--- config.mk ---
export PLATFORM = sky130hd
export DESIGN_NAME = lcd_mem_viewer
export DESIGN_NICKNAME = d
export VERILOG_FILES = /design/src/rtl/lcd_mem_viewer_pkg.sv /design/src/rtl/lcd_mem_viewer_byte_writer.sv /design/src/rtl/lcd_mem_viewer.sv
export SDC_FILE = /design/constraint.sdc
export NUM_CORES = 1
export LEC_CHECK = 0
export CORE_MARGIN = 5
export CORE_UTILIZATION = 38
export CTS_CLUSTER_SIZE = 10
export DETAILED_ROUTE_END_ITERATION = 16
export GPL_ROUTABILITY_DRIVEN = 0
export PLACE_DENSITY_LB_ADDON = 0.05
export SLEW_MARGIN = 10
export SYNTH_ARGS = -nofsm -noshare
export SYNTH_HDL_FRONTEND = slang
export SYNTH_SLANG_ARGS = --single-unit
--- constraint.sdc ---
create_clock -name clk -period 4.03 [get_ports clk]
set_input_delay 1.209 -clock clk [delete_from_list [all_inputs] [get_ports clk]]
set_output_delay 1.209 -clock clk [all_outputs]
set_load 0.1 [all_outputs]
--- src/rtl/lcd_mem_viewer_pkg.sv ---
// lcd_mem_viewer_pkg
// Shared definitions for the LCD memory viewer:
//   - HD44780 command bytes used by the init and line-select sequences
//   - top-level FSM state encoding and byte-writer phase encoding
//   - hex/character helpers used to build the displayed bytes
// No ports (package).
package lcd_mem_viewer_pkg;

  localparam logic [7:0] LCD_FUNC_SET = 8'h38;  // 8-bit bus, 2 lines, 5x8 font
  localparam logic [7:0] LCD_DISP_ON  = 8'h0C;  // display on, cursor off
  localparam logic [7:0] LCD_CLEAR    = 8'h01;  // clear display (slow command)
  localparam logic [7:0] LCD_ENTRY    = 8'h06;  // increment, no shift
  localparam logic [7:0] LCD_LINE1    = 8'h80;  // DDRAM address of line 1
  localparam logic [7:0] LCD_LINE2    = 8'hC0;  // DDRAM address of line 2

  typedef enum logic [2:0] {
    S_INIT_WAIT,
    S_INIT_CMD,
    S_IDLE,
    S_MEM_REQ,
    S_MEM_WAIT,
    S_LINE1,
    S_LINE2,
    S_DONE
  } state_t;

  typedef enum logic [1:0] {
    BW_IDLE,
    BW_SETUP,
    BW_PULSE,
    BW_WAIT
  } bw_phase_t;

  function automatic logic [7:0] hex_to_ascii(input logic [3:0] n);
    if (n < 4'd10) return 8'h30 + {4'h0, n};
    else           return 8'h41 + {4'h0, n} - 8'd10;
  endfunction

  // Power-up command sequence, in order.
  function automatic logic [7:0] init_cmd(input logic [1:0] idx);
    case (idx)
      2'd0:    return LCD_FUNC_SET;
      2'd1:    return LCD_DISP_ON;
      2'd2:    return LCD_CLEAR;
      default: return LCD_ENTRY;
    endcase
  endfunction

  // pos 1 selects the most significant nibble, pos 8 the least.
  function automatic logic [3:0] nibble_at(input logic [31:0] w, input logic [3:0] pos);
    case (pos)
      4'd1:    return w[31:28];
      4'd2:    return w[27:24];
      4'd3:    return w[23:20];
      4'd4:    return w[19:16];
      4'd5:    return w[15:12];
      4'd6:    return w[11:8];
      4'd7:    return w[7:4];
      4'd8:    return w[3:0];
      default: return 4'h0;
    endcase
  endfunction

  // Byte idx of a display line: idx 0 is the line-select command, 1..8 the hex chars.
  function automatic logic [7:0] line_byte(input logic [7:0] cmd, input logic [31:0] w,
                                           input logic [3:0] idx);
    if (idx == 4'd0) return cmd;
    else             return hex_to_ascii(nibble_at(w, idx));
  endfunction

endpackage

--- src/rtl/lcd_mem_viewer_byte_writer.sv ---
// lcd_mem_viewer_byte_writer
// Sends one byte to an HD44780 over the 8-bit bus: one setup cycle with rs/data
// driven, en high for EN_PULSE_CYC cycles, then a post-byte wait (CLR_WAIT_CYC
// after the clear command, CMD_WAIT_CYC otherwise). rs/data stay stable until the
// wait ends; done pulses for one cycle when the next byte may be started.
// Ports:
//   clk, rst       clock, synchronous active-low reset
//   start          one-cycle request, accepted only while idle
//   rs, byte_in    register select and byte to send (sampled with start)
//   lcd_data/rs/en LCD bus outputs (registered)
//   done           one-cycle pulse at the end of the post-byte wait
module lcd_mem_viewer_byte_writer
  import lcd_mem_viewer_pkg::*;
#(
  parameter int EN_PULSE_CYC = 25,
  parameter int CMD_WAIT_CYC = 2500,
  parameter int CLR_WAIT_CYC = 100000
) (
  input  logic       clk,
  input  logic       rst,
  input  logic       start,
  input  logic       rs,
  input  logic [7:0] byte_in,
  output logic [7:0] lcd_data,
  output logic       lcd_rs,
  output logic       lcd_en,
  output logic       done
);

  bw_phase_t   phase;
  logic [31:0] cnt;

  always_ff @(posedge clk) begin
    if (!rst) begin
      phase    <= BW_IDLE;
      cnt      <= '0;
      lcd_data <= '0;
      lcd_rs   <= 1'b0;
      lcd_en   <= 1'b0;
      done     <= 1'b0;
    end else begin
      done <= 1'b0;
      case (phase)
        BW_IDLE: begin
          if (start) begin
            lcd_data <= byte_in;
            lcd_rs   <= rs;
            phase    <= BW_SETUP;
          end
        end
        BW_SETUP: begin
          lcd_en <= 1'b1;
          cnt    <= 32'(EN_PULSE_CYC - 1);
          phase  <= BW_PULSE;
        end
        BW_PULSE: begin
          if (cnt == '0) begin
            lcd_en <= 1'b0;
            // Clear needs the long wait; everything else, including data 0x01, is fast.
            cnt    <= (!lcd_rs && lcd_data == LCD_CLEAR) ? 32'(CLR_WAIT_CYC - 1)
                                                         : 32'(CMD_WAIT_CYC - 1);
            phase  <= BW_WAIT;
          end else begin
            cnt <= cnt - 32'd1;
          end
        end
        BW_WAIT: begin
          if (cnt == '0) begin
            done  <= 1'b1;
            phase <= BW_IDLE;
          end else begin
            cnt <= cnt - 32'd1;
          end
        end
        default: phase <= BW_IDLE;
      endcase
    end
  end

endmodule

--- src/rtl/lcd_mem_viewer.sv ---
// lcd_mem_viewer
// Debug display stage: on each trigger press reads one 32-bit word from data
// memory and shows it on a 16x2 HD44780 LCD in uppercase hex (line 1 = address,
// line 2 = data). Only triggered while the core is halted (shared read port).
// Optional macro LCD_DEBOUNCE_EN: read_in must be stable for DEBOUNCE_CYC cycles
// before its filtered level changes; without it no filter logic is built.
// Ports:
//   clk, rst            clock, synchronous active-low reset
//   read_in             display trigger (key), active-high
//   mem_data_in         data memory read data
//   addr_out            data memory address / address being shown
//   data_mem_rd_en_out  one-cycle read enable
//   lcd_data_out, lcd_rs_out, lcd_en_out, lcd_rw_out, lcd_on_out, lcd_blon_out  LCD pins
//   busy_out            high from reset until IDLE and during every update
//
// state      | meaning
// INIT_WAIT  | power-up delay before the first LCD command
// INIT_CMD   | send function set, display on, clear, entry mode
// IDLE       | waiting for a trigger edge
// MEM_REQ    | read enable pulse with addr_out driven
// MEM_WAIT   | wait MEM_LATENCY cycles, then capture the word
// LINE1      | line-1 select, then 8 address chars
// LINE2      | line-2 select, then 8 data chars
// DONE       | advance addr_out, return to IDLE
module lcd_mem_viewer
  import lcd_mem_viewer_pkg::*;
#(
  parameter int                    ADDR_WIDTH    = 32,
  parameter int                    DATA_WIDTH    = 32,
  parameter logic [ADDR_WIDTH-1:0] BASE_ADDR     = '0,
  parameter int                    ADDR_STEP     = 4,
  parameter int                    MEM_LATENCY   = 1,
  parameter int                    INIT_WAIT_CYC = 750000,
  parameter int                    EN_PULSE_CYC  = 25,
  parameter int                    CMD_WAIT_CYC  = 2500,
  parameter int                    CLR_WAIT_CYC  = 100000
`ifdef LCD_DEBOUNCE_EN
  ,
  parameter int                    DEBOUNCE_CYC  = 1000000
`endif
) (
  input  logic                  clk,
  input  logic                  rst,
  input  logic                  read_in,
  input  logic [DATA_WIDTH-1:0] mem_data_in,
  output logic [ADDR_WIDTH-1:0] addr_out,
  output logic                  data_mem_rd_en_out,
  output logic [7:0]            lcd_data_out,
  output logic                  lcd_on_out,
  output logic                  lcd_blon_out,
  output logic                  lcd_rw_out,
  output logic                  lcd_en_out,
  output logic                  lcd_rs_out,
  output logic                  busy_out
);

  // Trigger path: 2-flop synchroniser, optional filter, rising-edge detect.
  logic [1:0] sync_q;
  logic       trig_level;
  logic       trig_prev;
  logic       trig_edge;

  always_ff @(posedge clk) begin
    if (!rst) begin
      sync_q    <= '0;
      trig_prev <= 1'b0;
    end else begin
      sync_q    <= {sync_q[0], read_in};
      trig_prev <= trig_level;
    end
  end

`ifdef LCD_DEBOUNCE_EN
  logic        db_level;
  logic [31:0] db_cnt;

  // Any bounce back to the current level restarts the stability window.
  always_ff @(posedge clk) begin
    if (!rst) begin
      db_level <= 1'b0;
      db_cnt   <= 32'(DEBOUNCE_CYC - 1);
    end else if (sync_q[1] == db_level) begin
      db_cnt <= 32'(DEBOUNCE_CYC - 1);
    end else if (db_cnt == '0) begin
      db_level <= sync_q[1];
      db_cnt   <= 32'(DEBOUNCE_CYC - 1);
    end else begin
      db_cnt <= db_cnt - 32'd1;
    end
  end

  assign trig_level = db_level;
`else
  assign trig_level = sync_q[1];
`endif

  assign trig_edge = trig_level & ~trig_prev;

  // Main sequencer
  state_t                state;
  logic [3:0]            idx;
  logic                  sent;
  logic [31:0]           cnt;
  logic [DATA_WIDTH-1:0] data_q;
  logic                  wr_start;
  logic                  wr_rs;
  logic [7:0]            wr_byte;
  logic                  wr_done;
  logic [31:0]           addr_disp;
  logic [31:0]           data_disp;

  assign addr_disp  = 32'(addr_out);
  assign data_disp  = 32'(data_q);
  assign lcd_rw_out = 1'b0;

  // 'sent' marks a byte handed to the writer whose done pulse is still pending.
  always_ff @(posedge clk) begin
    if (!rst) begin
      state              <= S_INIT_WAIT;
      idx                <= '0;
      sent               <= 1'b0;
      cnt                <= 32'(INIT_WAIT_CYC - 1);
      data_q             <= '0;
      wr_start           <= 1'b0;
      wr_rs              <= 1'b0;
      wr_byte            <= '0;
      addr_out           <= BASE_ADDR;
      data_mem_rd_en_out <= 1'b0;
      lcd_on_out         <= 1'b0;
      lcd_blon_out       <= 1'b0;
      busy_out           <= 1'b1;
    end else begin
      wr_start           <= 1'b0;
      data_mem_rd_en_out <= 1'b0;
      lcd_on_out         <= 1'b1;
      lcd_blon_out       <= 1'b1;
      case (state)
        S_INIT_WAIT: begin
          if (cnt == '0) begin
            state <= S_INIT_CMD;
            idx   <= '0;
            sent  <= 1'b0;
          end else begin
            cnt <= cnt - 32'd1;
          end
        end
        S_INIT_CMD: begin
          if (!sent) begin
            wr_start <= 1'b1;
            wr_rs    <= 1'b0;
            wr_byte  <= init_cmd(idx[1:0]);
            sent     <= 1'b1;
          end else if (wr_done) begin
            sent <= 1'b0;
            if (idx == 4'd3) begin
              state    <= S_IDLE;
              busy_out <= 1'b0;
            end else begin
              idx <= idx + 4'd1;
            end
          end
        end
        S_IDLE: begin
          if (trig_edge) begin
            state              <= S_MEM_REQ;
            data_mem_rd_en_out <= 1'b1;
            busy_out           <= 1'b1;
          end
        end
        S_MEM_REQ: begin
          state <= S_MEM_WAIT;
          cnt   <= 32'(MEM_LATENCY - 1);
        end
        S_MEM_WAIT: begin
          if (cnt == '0) begin
            data_q <= mem_data_in;
            state  <= S_LINE1;
            idx    <= '0;
            sent   <= 1'b0;
          end else begin
            cnt <= cnt - 32'd1;
          end
        end
        S_LINE1: begin
          if (!sent) begin
            wr_start <= 1'b1;
            wr_rs    <= (idx != 4'd0);
            wr_byte  <= line_byte(LCD_LINE1, addr_disp, idx);
            sent     <= 1'b1;
          end else if (wr_done) begin
            sent <= 1'b0;
            if (idx == 4'd8) begin
              state <= S_LINE2;
              idx   <= '0;
            end else begin
              idx <= idx + 4'd1;
            end
          end
        end
        S_LINE2: begin
          if (!sent) begin
            wr_start <= 1'b1;
            wr_rs    <= (idx != 4'd0);
            wr_byte  <= line_byte(LCD_LINE2, data_disp, idx);
            sent     <= 1'b1;
          end else if (wr_done) begin
            sent <= 1'b0;
            if (idx == 4'd8) begin
              state <= S_DONE;
              idx   <= '0;
            end else begin
              idx <= idx + 4'd1;
            end
          end
        end
        S_DONE: begin
          addr_out <= addr_out + ADDR_WIDTH'(ADDR_STEP);
          state    <= S_IDLE;
          busy_out <= 1'b0;
        end
        default: state <= S_INIT_WAIT;
      endcase
    end
  end

  lcd_mem_viewer_byte_writer #(
    .EN_PULSE_CYC (EN_PULSE_CYC),
    .CMD_WAIT_CYC (CMD_WAIT_CYC),
    .CLR_WAIT_CYC (CLR_WAIT_CYC)
  ) u_writer (
    .clk      (clk),
    .rst      (rst),
    .start    (wr_start),
    .rs       (wr_rs),
    .byte_in  (wr_byte),
    .lcd_data (lcd_data_out),
    .lcd_rs   (lcd_rs_out),
    .lcd_en   (lcd_en_out),
    .done     (wr_done)
  );

endmodule

-- Word level (Yosys, flattened, before mapping)
Cells that the tools add are included.
- bits of input ports: 35
- bits in registers: 165
- output and inout bits: 47
- word-level logic and storage cells: 183
- add/subtract/negate cells: 10
- equal/unequal tests: 46
- magnitude comparators: 2
- bitwise operators: 2
- reduce and logical (&&, ||, !) cells: 35
- multiplexer cells: 68
- operators by type and width (operator ; number):
    $mux W32 ; 3
    $pmux W32 S3 ; 1
    $logic_not A32 Y1 ; 2
    $pmux W32 S2 ; 1
    $pmux W4 S8 ; 2
    $sub A32 B1 Y32 const B ; 2
    $mux W4 ; 15
    $mux W8 ; 7
    $mux W3 ; 12
    $ne A2 B2 Y1 const B ; 17
    $add A32 B3 Y32 const B ; 1
    $pmux W3 S8 ; 1
    $pmux W8 S3 ; 1
    $pmux W6 S3 ; 1
    $reduce_and A2 Y1 ; 9
    $mux W17 ; 1
    $add A7 B4 Y8 const A ; 2
    $eq A4 B3 Y1 const B ; 4
    $ne A2 B1 Y1 const B ; 8
    $sub A8 B4 Y8 const B ; 2
    $add A6 B4 Y7 const A ; 2
    $mux W1 ; 14
    $eq A3 B3 Y1 const B ; 4
    $pmux W4 S3 ; 1
    31 further kinds ; 50

-- Depth between registers and ports, before layout
- word-level depth: 12
- depth in mapped cells: 11
- gate-level depth less buffers: 9

-- Cells and area by module
From an unflattened synthesis, not the netlist that was laid out.
- cells, all modules: 969
- area, all modules: 8525.7 sq um
- modules (own cells, without submodules) (module ; times used ; cells an instance ; area an instance (sq um)):
    lcd_mem_viewer ; 1 ; 669 ; 6002.0
    lcd_mem_viewer_byte_writer ; 1 ; 300 ; 2523.7

-- Least setup slack after synthesis
No wires, ideal clock.
- path type: reg-to-reg
- start point: reg addr_out[9]
- end point: reg addr_out[29]
- path slack: 0.886 ns
- cell stages (with the launch flop): 8
- arrival time: 3.029 ns
- cells stage by stage: dfxtp_1 > and4_1 > nand4_1 > nor4_1 > and4_1 > nand3_1 > xnor2_1 > and2_1
- longest elaborated chain between the ends: 1
- ends and longest elaborated chain (item ; RTL line ; source):
    from (decl) ; lcd_mem_viewer.sv:46 ; output logic [ADDR_WIDTH-1:0] addr_out,
    from (signal assigned) ; lcd_mem_viewer.sv:217 ; addr_out <= addr_out + ADDR_WIDTH'(ADDR_STEP);
    $add A32 B3 Y32 ; lcd_mem_viewer.sv:217 ;
Every way passes these cells.
A chain may end at the register's enable or synchronous reset.

-- Final worst setup path
- start point: reg addr_out[23]
- end point: out addr_out[23]
No word-level cell between the ends.

==> out/results.ini <==
[worst_setup_path]
reg2reg_slack_ps = 1130
crit_type = flop to primary output
worst_ep_arrival_time_ps = 2050
worst-path-max-fanout = 4
start_kind = flop
cp_num_buf_inv = 1
cpMaxStageDelayCell = clkdlybuf4s50_1
cp.required_ps = 2820
end_kind = primary output
r2r-start = cnt[14]
crit_chain = clkdlybuf4s50_1
critPathMaxStageDelay_ps = 1180
r2r_end = cnt[15]
r2r_cells = 7
crit_family = buffers and inverters

[clocking]
cts_buffer_depth = 2
clock-sinks = 163
post_cts_resized = 0
cts_tree = built
cts_hold_buf = 0
path_clk_slew_ps = 70
clk_latency_ps = 430
cts-root-buf = clkbuf_16
htreeDepth = 4
numCtsBuffers = 17
post_cts_buffers = 0

[drt]
vias = 7164
dr.pass1.iters = 5
wl_per_cell_um = 15.48
via_per_inst = 5.283
post-route-drc-count = 0
ant_nets = 0
dr.first_iter.drc_count = 382
routed_wl_um = 20990

[timing]
clock_skew_ps = 15.42
holdWs_ps = 454.6
tightestPinTransition_ps = 986.0
period_needed_ps = 3257
max-slew-margin-rel_pct = 34.17
hold_violations = 0
report.final.slew_viol_count = 0
timing.fmax_mhz = 307.1
finalCritPeriodShare_pct = 80.81
fin_tns_setup_ps = 0
setup_viol = 0
fin_ws_ps = 773.3
rsz0062_at_grt = no

[placed_design]
dp_hpwl_um = 14480
dpl.cell_count = 1324
post-place-ws_ps = 1094
port_buffers = 78

[layout]
final_cell_mix = dfxtp_1, nand2_1, nor2_1, clkdlybuf4s50_1, a21oi_1
final_common_cell = dfxtp_1
finalNonFillerCells = 1356
diodes = 0
final_layout_size_suffix_gt1_share_pct = 8.178
syn2layout_area_growth_pct = 17.89
fin_nets = 1111
fillers = 2205

[synthesis]
synthSimpleGateAreaFrac_pct = 27.50
synth_mux_area_share_pct = 0.6496
synthAdderAreaFrac_pct = 1.964
synth_xor_area_share_pct = 6.980
yosysUniqueCellTypes = 69
synth_area_leaders = dfxtp_1, nand2_1, xnor2_1, nor2_1, a21oi_1
synth_top_area_share_pct = 39.40
synth_edf_count = 0
netlist_instances = 1009
synth_top_family_by_area = simple AND/OR/NAND/NOR gates
synth_seq_cells = 163
synth_top_flop_cell = dfxtp_1
yosysSeqAreaShare_pct = 39.40
netlist_area_um2 = 8282
syn_area_per_cell_um2 = 8.208
ys_async_sr_fraction_pct = 0
synth_compound_area_share_pct = 19.04
ys_warn_count = 0
synth_top_cell_by_area = dfxtp_1

[die]
die_w_um = 157.6
core_area_um2 = 21620
boundaryPins = 82
initial_core_util_pct = 38.30
dieArea_um2 = 24850
die_h_um = 157.6
core.rowCount = 54

[power]
leakagePower_uw = 0.003476
total_power_uw = 6235
ir_drop_mv = 0.4133
power.density_nw_per_um2 = 638.6

[global_route]
grt_pass1_vias = 6952
grt_pass1_wl_um = 35490
grt_max_degree = 57
grt_overflow = 0
antenna_found_initial = 0
grt.total_usage_pct = 17.38

[job]
maxCapViolCount = 0

[worst_hold_path]
min_path_type = flop to flop
whs_path_depth = 2
min_delay_worst_endpoint = data_disp[13]
worstHoldStart = data_disp[13]

[status]
status = complete, no violations

-- stage by stage --
step           utilization, %  cell area (um2)
2_1_floorplan               -             8289
3_3_place_gp            42.47             9181
3_5_place_dp            42.47             9181
4_1_cts                 45.16             9763
5_1_grt                 45.16             9763
6_report                45.16             9763
-- worst max path at each step --
stage	cells after the start	slack, ps	to	from
finish	1	770	addr_out[23]	addr_out[23]
global route	1	720	addr_out[23]	addr_out[23]
CTS	1	760	addr_out[23]	addr_out[23]
detailed placement	7	1090	u_writer.cnt[23]	u_writer.cnt[24]
global placement	7	1160	data_disp[17]	cnt[14]
floorplan	7	890	addr_out[29]	addr_out[9]
-- final cells by class --
| cell class | instances | area (um2) | area share, % |
|---|---|---|---|
| repair buffers | 92 | 833.3 | 8.535 |
| flip-flops and latches | 163 | 3263 | 33.42 |
| clock buffers | 18 | 439.2 | 4.498 |
| inverters | 20 | 75.07 | 0.7689 |
| clock inverters | 14 | 142.6 | 1.461 |
| multi-input cells | 769 | 4659 | 47.73 |
| well taps | 280 | 350.3 | 3.588 |
-- per-layer routing --
layer,global-route usage (%),share of wire [%]
met5,0,0
met4,4.056,0.92
met3,3.964,3.9
met2,27.58,46
met1,24.16,49
-- state kept, by name, indices dropped and copies added (netlist names) --
register and cells:
state 3, data_disp 32, busy_out 1, idx 4, data_mem_rd_en_out 1, wr_rs 1, cnt 32, u_writer.done 1
u_writer.cnt 32, trig_prev 1, sync_q 2, wr_byte 8, u_writer.phase 2, addr_out 30, lcd_blon_out 1, u_writer.lcd_en 1
u_writer.lcd_rs 1, sent 1, u_writer.lcd_data 8, wr_start 1
-- cells by family (layout without fill, tap and decap cells) --
kind of cell	Yosys count	after routing
AOI/OAI and AO/OA	237	237
xor gates and xnor gates	66	66
adders and majority gates	13	13
buffers and inverters	79	144
DFF	163	163
muxes	5	5
other	1	3
and+or+nand+nor	445	445
-- power breakdown --
part | internal, uW | switching (uW) | leakage [uW] | total [uW]
clock network | 886 | 728 | 0.000283 | 1610
registers | 1790 | 170 | 0.00132 | 1960
logic | 972 | 1690 | 0.00188 | 2660
-- cell usage after synthesis, types with 5 or more instances --
library cell and instances:
nand2_1 132, nor2b_1 16, nor3_1 21, nor2_1 82
a31oi_1 8, ha_1 13, xnor2_1 46, or3_1 19
clkbuf_1 43, nand4_1 12, and3_1 10, o22ai_1 8
or4_1 9, a21boi_1 31, and2_1 33, nor4_1 20
buf_4 5, xor2_1 20, o21a_1 5, nand3_1 44
nand2b_1 15, buf_6 6, and4_1 6, a21boi_0 19
o21ai_0 44, o211ai_1 10, a21oi_1 52, a22oi_1 18
a21o_1 7, inv_1 20, dfxtp_1 163
(Power assumes the default switching activity.)
